$ cat src/rtl/serial_addsub_acc.sv
// Serial add/subtract accumulator: CHUNK bits per BUSY cycle, W/CHUNK cycles per add/sub.
// One command per valid/ready handshake; acc and flags commit together at the end.
module serial_addsub_acc #(
  parameter int W     = 8,
  parameter int CHUNK = 2
) (
  input  logic         clk,
  input  logic         clr,
  input  logic         in_valid,
  output logic         in_ready,
  input  logic [1:0]   op,
  input  logic [W-1:0] operand,
  output logic [W-1:0] acc,
  output logic         out_valid,
  output logic         busy,
  output logic         carry,
  output logic         of,
  output logic         zero,
  output logic         sticky_of
);

  localparam int N  = W / CHUNK;
  localparam int CW = (N > 1) ? $clog2(N) : 1;

  localparam logic [1:0] OP_LOAD  = 2'b00;
  localparam logic [1:0] OP_ADD   = 2'b01;
  localparam logic [1:0] OP_SUB   = 2'b10;
  localparam logic [1:0] OP_CLEAR = 2'b11;

  typedef enum logic [1:0] {
    S_IDLE = 2'd0,
    S_BUSY = 2'd1,
    S_DONE = 2'd2
  } state_t;

  state_t            state_r;
  state_t            state_next_s;
  logic [W-1:0]      acc_r;
  logic              carry_r;
  logic              of_r;
  logic              sticky_r;
  logic [W-1:0]      a_r;
  logic [W-1:0]      b_r;
  logic [W-1:0]      part_r;
  logic              cin_r;
  logic [CW-1:0]     cnt_r;

  logic              accept_s;
  logic              last_s;
  logic [CHUNK:0]    sum_s;
  logic              of_new_s;
  logic [W-1:0]      part_next_s;
  logic [W+CHUNK-1:0] part_ext_s;

  assign accept_s = in_valid && (state_r == S_IDLE);
  assign last_s   = (cnt_r == CW'(N - 1));

  // One chunk of the ripple sum; of uses the carry into the top bit of the last chunk.
  assign sum_s       = {1'b0, a_r[CHUNK-1:0]} + {1'b0, b_r[CHUNK-1:0]} + {{CHUNK{1'b0}}, cin_r};
  assign of_new_s    = a_r[CHUNK-1] ^ b_r[CHUNK-1] ^ sum_s[CHUNK-1] ^ sum_s[CHUNK];
  assign part_ext_s  = {sum_s[CHUNK-1:0], part_r};
  assign part_next_s = W'(part_ext_s >> CHUNK);

  assign in_ready  = (state_r == S_IDLE);
  assign busy      = (state_r == S_BUSY);
  assign out_valid = (state_r == S_DONE);
  assign acc       = acc_r;
  assign carry     = carry_r;
  assign of        = of_r;
  assign sticky_of = sticky_r;
  assign zero      = (acc_r == {W{1'b0}});

  // State register.
  always_ff @(posedge clk or negedge clr) begin
    if (!clr) begin
      state_r <= S_IDLE;
    end else begin
      state_r <= state_next_s;
    end
  end

  // Next-state decode.
  always_comb begin
    state_next_s = state_r;
    case (state_r)
      S_IDLE: begin
        if (accept_s) begin
          if ((op == OP_ADD) || (op == OP_SUB)) begin
            state_next_s = S_BUSY;
          end else begin
            state_next_s = S_DONE;
          end
        end else begin
          state_next_s = S_IDLE;
        end
      end
      S_BUSY: begin
        if (last_s) begin
          state_next_s = S_DONE;
        end else begin
          state_next_s = S_BUSY;
        end
      end
      S_DONE:  state_next_s = S_IDLE;
      default: state_next_s = S_IDLE;
    endcase
  end

  // Datapath: command latch, serial chunk steps, and the commit of acc/flags.
  always_ff @(posedge clk or negedge clr) begin
    if (!clr) begin
      acc_r    <= {W{1'b0}};
      carry_r  <= 1'b0;
      of_r     <= 1'b0;
      sticky_r <= 1'b0;
      a_r      <= {W{1'b0}};
      b_r      <= {W{1'b0}};
      part_r   <= {W{1'b0}};
      cin_r    <= 1'b0;
      cnt_r    <= {CW{1'b0}};
    end else if (accept_s) begin
      case (op)
        OP_LOAD: begin
          acc_r   <= operand;
          carry_r <= 1'b0;
          of_r    <= 1'b0;
        end
        OP_CLEAR: begin
          acc_r    <= {W{1'b0}};
          carry_r  <= 1'b0;
          of_r     <= 1'b0;
          sticky_r <= 1'b0;
        end
        OP_ADD, OP_SUB: begin
          a_r    <= acc_r;
          b_r    <= (op == OP_SUB) ? ~operand : operand;
          cin_r  <= (op == OP_SUB);
          part_r <= {W{1'b0}};
          cnt_r  <= {CW{1'b0}};
        end
        default: begin
          acc_r <= acc_r;
        end
      endcase
    end else if (state_r == S_BUSY) begin
      a_r    <= a_r >> CHUNK;
      b_r    <= b_r >> CHUNK;
      part_r <= part_next_s;
      cin_r  <= sum_s[CHUNK];
      cnt_r  <= cnt_r + CW'(1);
      if (last_s) begin
        acc_r    <= part_next_s;
        carry_r  <= sum_s[CHUNK];
        of_r     <= of_new_s;
        sticky_r <= sticky_r | of_new_s;
      end
    end
  end

endmodule

$ cat config.mk
export PLATFORM = sky130hd
export DESIGN_NAME = serial_addsub_acc
export DESIGN_NICKNAME = d
export VERILOG_FILES = /design/src/rtl/serial_addsub_acc.sv
export SDC_FILE = /design/constraint.sdc
export NUM_CORES = 1
export LEC_CHECK = 0
export ABC_CLOCK_PERIOD_IN_PS = 2300
export BUFFER_PORTS_ARGS = -buffer_cell sky130_fd_sc_hd__buf_2
export CORE_MARGIN = 2
export CORE_UTILIZATION = 56
export CTS_BUF_LIST = sky130_fd_sc_hd__clkbuf_8 sky130_fd_sc_hd__clkbuf_16
export CTS_CLUSTER_DIAMETER = 40
export CTS_CLUSTER_SIZE = 16
export DETAILED_ROUTE_END_ITERATION = 8
export PLACE_DENSITY = 0.78
export SLEW_MARGIN = 20
export SYNTH_ARGS = -nofsm -noshare
export SYNTH_HDL_FRONTEND = slang
export SYNTH_SLANG_ARGS = --single-unit
$ cat constraint.sdc
create_clock -name clk -period 2.3 [get_ports clk]
set_input_delay 0.115 -clock clk [delete_from_list [all_inputs] [get_ports clk]]
set_output_delay 0.115 -clock clk [all_outputs]
set_load 0.02 [all_outputs]
==> Word level (Yosys, flattened, before mapping) <==
Cells that the tools add are included.
{ "classes": {"n_mux": 35, "n_bitwise": 5, "n_addsub": 3, "reduce_logical": 13, "n_eq_ne": 10} }
{ "op_table": {"columns": ["cell", "n"], "rows": [
  ["2-to-1 mux 8 bit", 13],
  ["case mux 8 bit (2 select lines)", 1],
  ["2-to-1 mux 1 bit", 14],
  ["2-to-1 mux 2 bit", 6],
  ["AND reduction 3 bit", 3],
  ["equality test 2 bit, second input constant", 4],
  ["zero test 8 bit", 1],
  ["NOT 8 bit", 1],
  ["equality test 2 x 1 -> 1 bit, second input constant", 2],
  ["zero test 2 bit", 2],
  ["!= test 2 x 1 -> 1 bit, second input constant", 2],
  ["case mux 2 bit (2 select lines)", 1],
  ["nonzero test 2 bit", 2],
  ["OR reduction 2 bit", 2],
  ["adder 2 x 2 -> 3 bit", 1],
  ["adder 3 x 1 -> 3 bit", 1],
  ["!= test 3 x 1 -> 1 bit, second input constant", 1],
  ["XOR 1 bit", 3],
  ["adder 2 x 1 -> 2 bit, second input constant", 1],
  ["!= test 2 bit, second input constant", 1],
  ["AND reduction 2 bit", 1],
  ["logical AND 1 bit", 1],
  ["logical OR 1 bit", 1],
  ["bitwise OR 1 bit", 1]
]} }
{ "word_totals": {"register_bits": 40, "output_inout_bits": 15, "wordCells": 76} }

==> Logic depth before layout (Yosys ltp) <==
{ "depth": {"word_depth": 8, "depth_mapped": 8, "mapped_depth_nobuf": 6} }

==> Worst setup path after synthesis <==
OpenSTA, ideal clock, no wires.
{ "synth_path": {"path_type": "register to register", "start": "register a_r[0]", "end": "register sticky_r, in the netlist sticky_of", "period_less_slack_ns": 1.996, "stages_incl_launch_ff": 7, "path_slack_ns": 0.304, "path_buffers": 0, "arrival_ns": 1.878, "cell_sequence": "dfrtp_1 fa_1 fa_1 xnor2_1 xnor2_1 and3_1 a21o_1"} }
{ "synth_via": {"elab_chain_len": 8} }
{ "synth_lines": {"columns": ["item", "line", "text"], "rows": [
  ["start, declared", "42", "logic [W-1:0] a_r;"],
  ["start signal, assigned", "116", "a_r <= {W{1'b0}};"],
  ["start signal, assigned", "135", "a_r <= acc_r;"],
  ["start signal, assigned", "146", "a_r <= a_r >> CHUNK;"],
  ["adder 2 x 2 -> 3 bit (*)", "59", "assign sum_s = {1'b0, a_r[CHUNK-1:0]} + {1'b0, b_r[CHUNK-1:0]} + {{CHUNK{1'b0}}, cin_r};"],
  ["adder 3 x 1 -> 3 bit (*)", "59", null],
  ["XOR 1 bit", "60", "assign of_new_s = a_r[CHUNK-1] ^ b_r[CHUNK-1] ^ sum_s[CHUNK-1] ^ sum_s[CHUNK];"],
  ["XOR 1 bit (*)", "60", null],
  ["bitwise OR 1 bit (*)", "155", "sticky_r <= sticky_r | of_new_s;"],
  ["2-to-1 mux 1 bit (*)", "151", "if (last_s) begin"],
  ["2-to-1 mux 1 bit (*)", "145", "end else if (state_r == S_BUSY) begin"],
  ["2-to-1 mux 1 bit (*)", "121", "end else if (accept_s) begin"],
  ["end signal, assigned", "155", null],
  ["end, declared", "41", "logic sticky_r;"]
]} }
Every way passes the cells marked *; elsewhere a longest branch is shown, timed or not. The select of a mux whose other input is x is not followed.
A chain may end at the register's enable or synchronous reset.

==> Worst setup path after layout <==
{ "layout_path": {"start": "register a_r[0]", "end": "register of_r, in the netlist of"} }
{ "layout_via": {"elab_chain_len": 7} }
{ "layout_lines": {"columns": ["item", "line", "text"], "rows": [
  ["adder 2 x 2 -> 3 bit (*)", "59", null],
  ["adder 3 x 1 -> 3 bit (*)", "59", null],
  ["XOR 1 bit", "60", null],
  ["XOR 1 bit (*)", "60", null],
  ["2-to-1 mux 1 bit (*)", "151", null],
  ["2-to-1 mux 1 bit (*)", "145", null],
  ["2-to-1 mux 1 bit (*)", "121", null],
  ["end signal, assigned", "154", "of_r <= of_new_s;"],
  ["end, declared", "40", "logic of_r;"]
]} }
Marks and branches as above.

==> run_results.csv <==
group,metric,value,unit
cells_and_area,layout-drive-gt1-share,18.4,%
detailed_routing,drt_iter0_markers,79,
setup_path,cp.required,2480,ps
cts,clockRootBuffer,"clkbuf_8",
detailed_routing,avgRoutedWirePerCell,15.4,µm
cells_and_area,seqCellArea,951,µm²
timing,skew,2.71,ps
yosys,synthCells,192,
yosys,syn_area,0.00194,mm²
timing,hold_violations,0,
timing,setup_ws,199,ps
yosys,syn-num-nets,212,
cells_and_area,nNetsFinal,236,
pwr,peakVddDrop,0.622,mV
pwr,leakage,1.06,nW
setup_path,worstSetupPathType,"register to register",
placement,pre_cts_ws,218,ps
detailed_routing,wl,4.06,mm
detailed_routing,antenna_left,0,
floorplan,start_util,58.1,%
yosys,synthesis.yosys.warnings,0,
cts,clk_pin_slew_worst_paths,70,ps
yosys,ys_ff_latch,38,
timing,fmax,476,MHz
yosys,synth_cell_type_count,29,
cells_and_area,nFillCells,284,
status,outcome,"completed",
grt,gr-total-overflow,0,
timing,fin_crit_sh,91.4,%
cts,cts_setup_buffers,0,
floorplan,rows,21,
yosys,syn_avg_cell_area,10.1,µm²
job,drv_cap,0,
cells_and_area,finish.utilization,65.2,%
setup_path,cp-end-kind,"register",
pwr,power_density,1270,mW/mm²
floorplan,coreArea,0.00334,mm²
grt,grt_max_degree,43,
detailed_routing,firstDrtPassIters,4,
detailed_routing,routed-via-count,1434,
grt,grt_pass1_wl,7.00,mm
cts,cts_buffers,5,
yosys,synth_top_area_share,49.0,%
timing,setup_viol,0,
detailed_routing,drt-vias-per-instance,5.45,
timing,slew_headroom,45.4,%
floorplan,die_y,62.9,µm
yosys,ys_seq_area_share,49.0,%
floorplan,io_pins,28,
detailed_routing,drcViolationCount,0,
cts,cts_max_path_buffers,2,
cells_and_area,multiInputGateArea,880,µm²
setup_path,crit_path_max_fanout,3,
yosys,yosysTopAreaCell,"dfrtp_1",
cts,clk_latency,290,ps
timing,worst_pin_slew,819,ps
timing,tns,0,ps
placement,post-dp-hpwl,2.92,mm
cells_and_area,synthToLayoutAreaGrowth,12.3,%
grt,grtUsageTotal,23.3,%
cts,clock_sinks,38,
cts,ctsResizeCount,0,
yosys,yosys-top-cells-area,"dfrtp_1, mux2i_1, o21ai_0, nand2_1, xnor2_1",
grt,grt_pass1_vias,1470,
cts,cts_tree,"built",
setup_path,cp-start-kind,"register",
cells_and_area,antenna_cells,0,
cts,postCtsHoldBufs,1,
timing,fin_crit,2100,ps
timing,drv_slew,0,
placement,gp_congestion,0.792,
placement,io_buffer_count,27,
setup_path,critPathArrivalTime,2280,ps
cts,h-tree-depth,2,
hold_path,hold_class,"input port to register",
timing,rsz0062_at_grt,"false",
grt,antenna_found_initial,0,
floorplan,die_area,0.00395,mm²
floorplan,die_x,62.9,µm
layer usage:
layer	vias up	global-route usage (%)	share of wire (%)	wire [µm]
met5	-	0	0	0
met4	0	10.3	2.4	96
met1	710	30.2	46	1850
met3	11	6.67	3.1	125
li1	690	-	-	-
met2	23	36.7	49	1990
worst max-delay path, stage by stage (launching register included):
cell     delay, ps
dfrtp_1        400
fa_1           430
fa_1           510
xnor2_1        210
xnor2_1         90
and3_1         200
a21o_1         160
layout make-up:
cell class	count	area share (%)
Multi-Input combinational cell	130	40.4
Tap cell	46	2.64
Sequential cell	38	43.7
Inverter	12	2.07
Timing Repair Buffer	29	7.01
Clock inverter	2	0.402
Clock buffer	6	3.79
synth_stat cells (all sizes together):
cell and number:
nand4 2, ha 5, fa 2, nor2 8, clkbuf 6, a21boi 1, o31ai 2, xnor2 10
and3 1, nor2b 2, a21o 2, o21ai 19, dfrtp 38, nor3b 8, inv 12, a22o 7
and2b 2, a21oi 17, buf 6, or2 1, nand2 24, nand2b 1, or3b 2, mux2i 14
logic make-up (layout without fill, tap and decap cells):
family                     Yosys count  after routing  synth area share, %
and+or+nand+nor                     51             51                 13.7
AOI/OAI and AO/OA                   48             48                 14.6
DFF                                 38             38                 49.0
buffers and inverters               24             49                 5.61
muxes                               14             14                 7.23
xor gates and xnor gates            10             10                 4.52
adders and majority gates            7              7                 5.29
cells in the final DEF (no fill, tap or decap):
cell            n
buf_2          27
xnor2_1        10
a21o_1          2
a22o_1          7
and3_1          1
nand2b_1        1
a21oi_2         1
ha_1            5
nor3b_2         2
or3b_1          1
inv_1          13
nand4_1         2
dlygate4sd3_1   1
mux2i_1        14
nor3b_1         6
clkbuf_8        6
o31ai_1         2
clkinv_2        1
nand2_1        24
or2_2           1
a21oi_1        16
nor2b_1         2
nor2_1          8
and2b_1         2
or3b_2          1
dfrtp_1        38
fa_1            2
o21ai_0        19
buf_4           1
a21boi_0        1
final timing paths:
kind                       startpoint          to  slack, ps  cells after the start
min                        operand[6]      b_r[6]        130                      3
max reg2reg                    a_r[0]          of        200                      6
max in group asynchronous         clr  state_r[1]       1320                      2
max                            a_r[0]          of        200                      6
min in group asynchronous         clr      b_r[5]        460                      2
min reg2reg                    b_r[6]      b_r[6]        490                      2
stage by stage:
stage	hold slack, ps	instances	instance area [µm²]	power [W]
6_report	129	263	2180	0.00276
5_1_grt	154	263	2180	0.00298
3_5_place_dp	260	254	2080	0.00230
2_1_floorplan	-181	192	1940	0.00198
3_3_place_gp	250	254	2080	0.00225
4_1_cts	136	263	2180	0.00277
sequential cells by signal (all words and copies together), names as in the netlist:
signal,count
state_r,2
carry,1
acc,8
cnt_r,2
part_r,6
a_r,8
b_r,8
of,1
cin_r,1
sticky_of,1
report_power, final:
group          switching [W]  leakage (nW)  internal (W)
Clock               0.000225        0.0524      0.000237
Combinational       0.000725         0.507      0.000461
Sequential          0.000191         0.504      0.000917
Total                0.00114          1.06       0.00161
No activity file was read; power rests on OpenSTA's default activity.
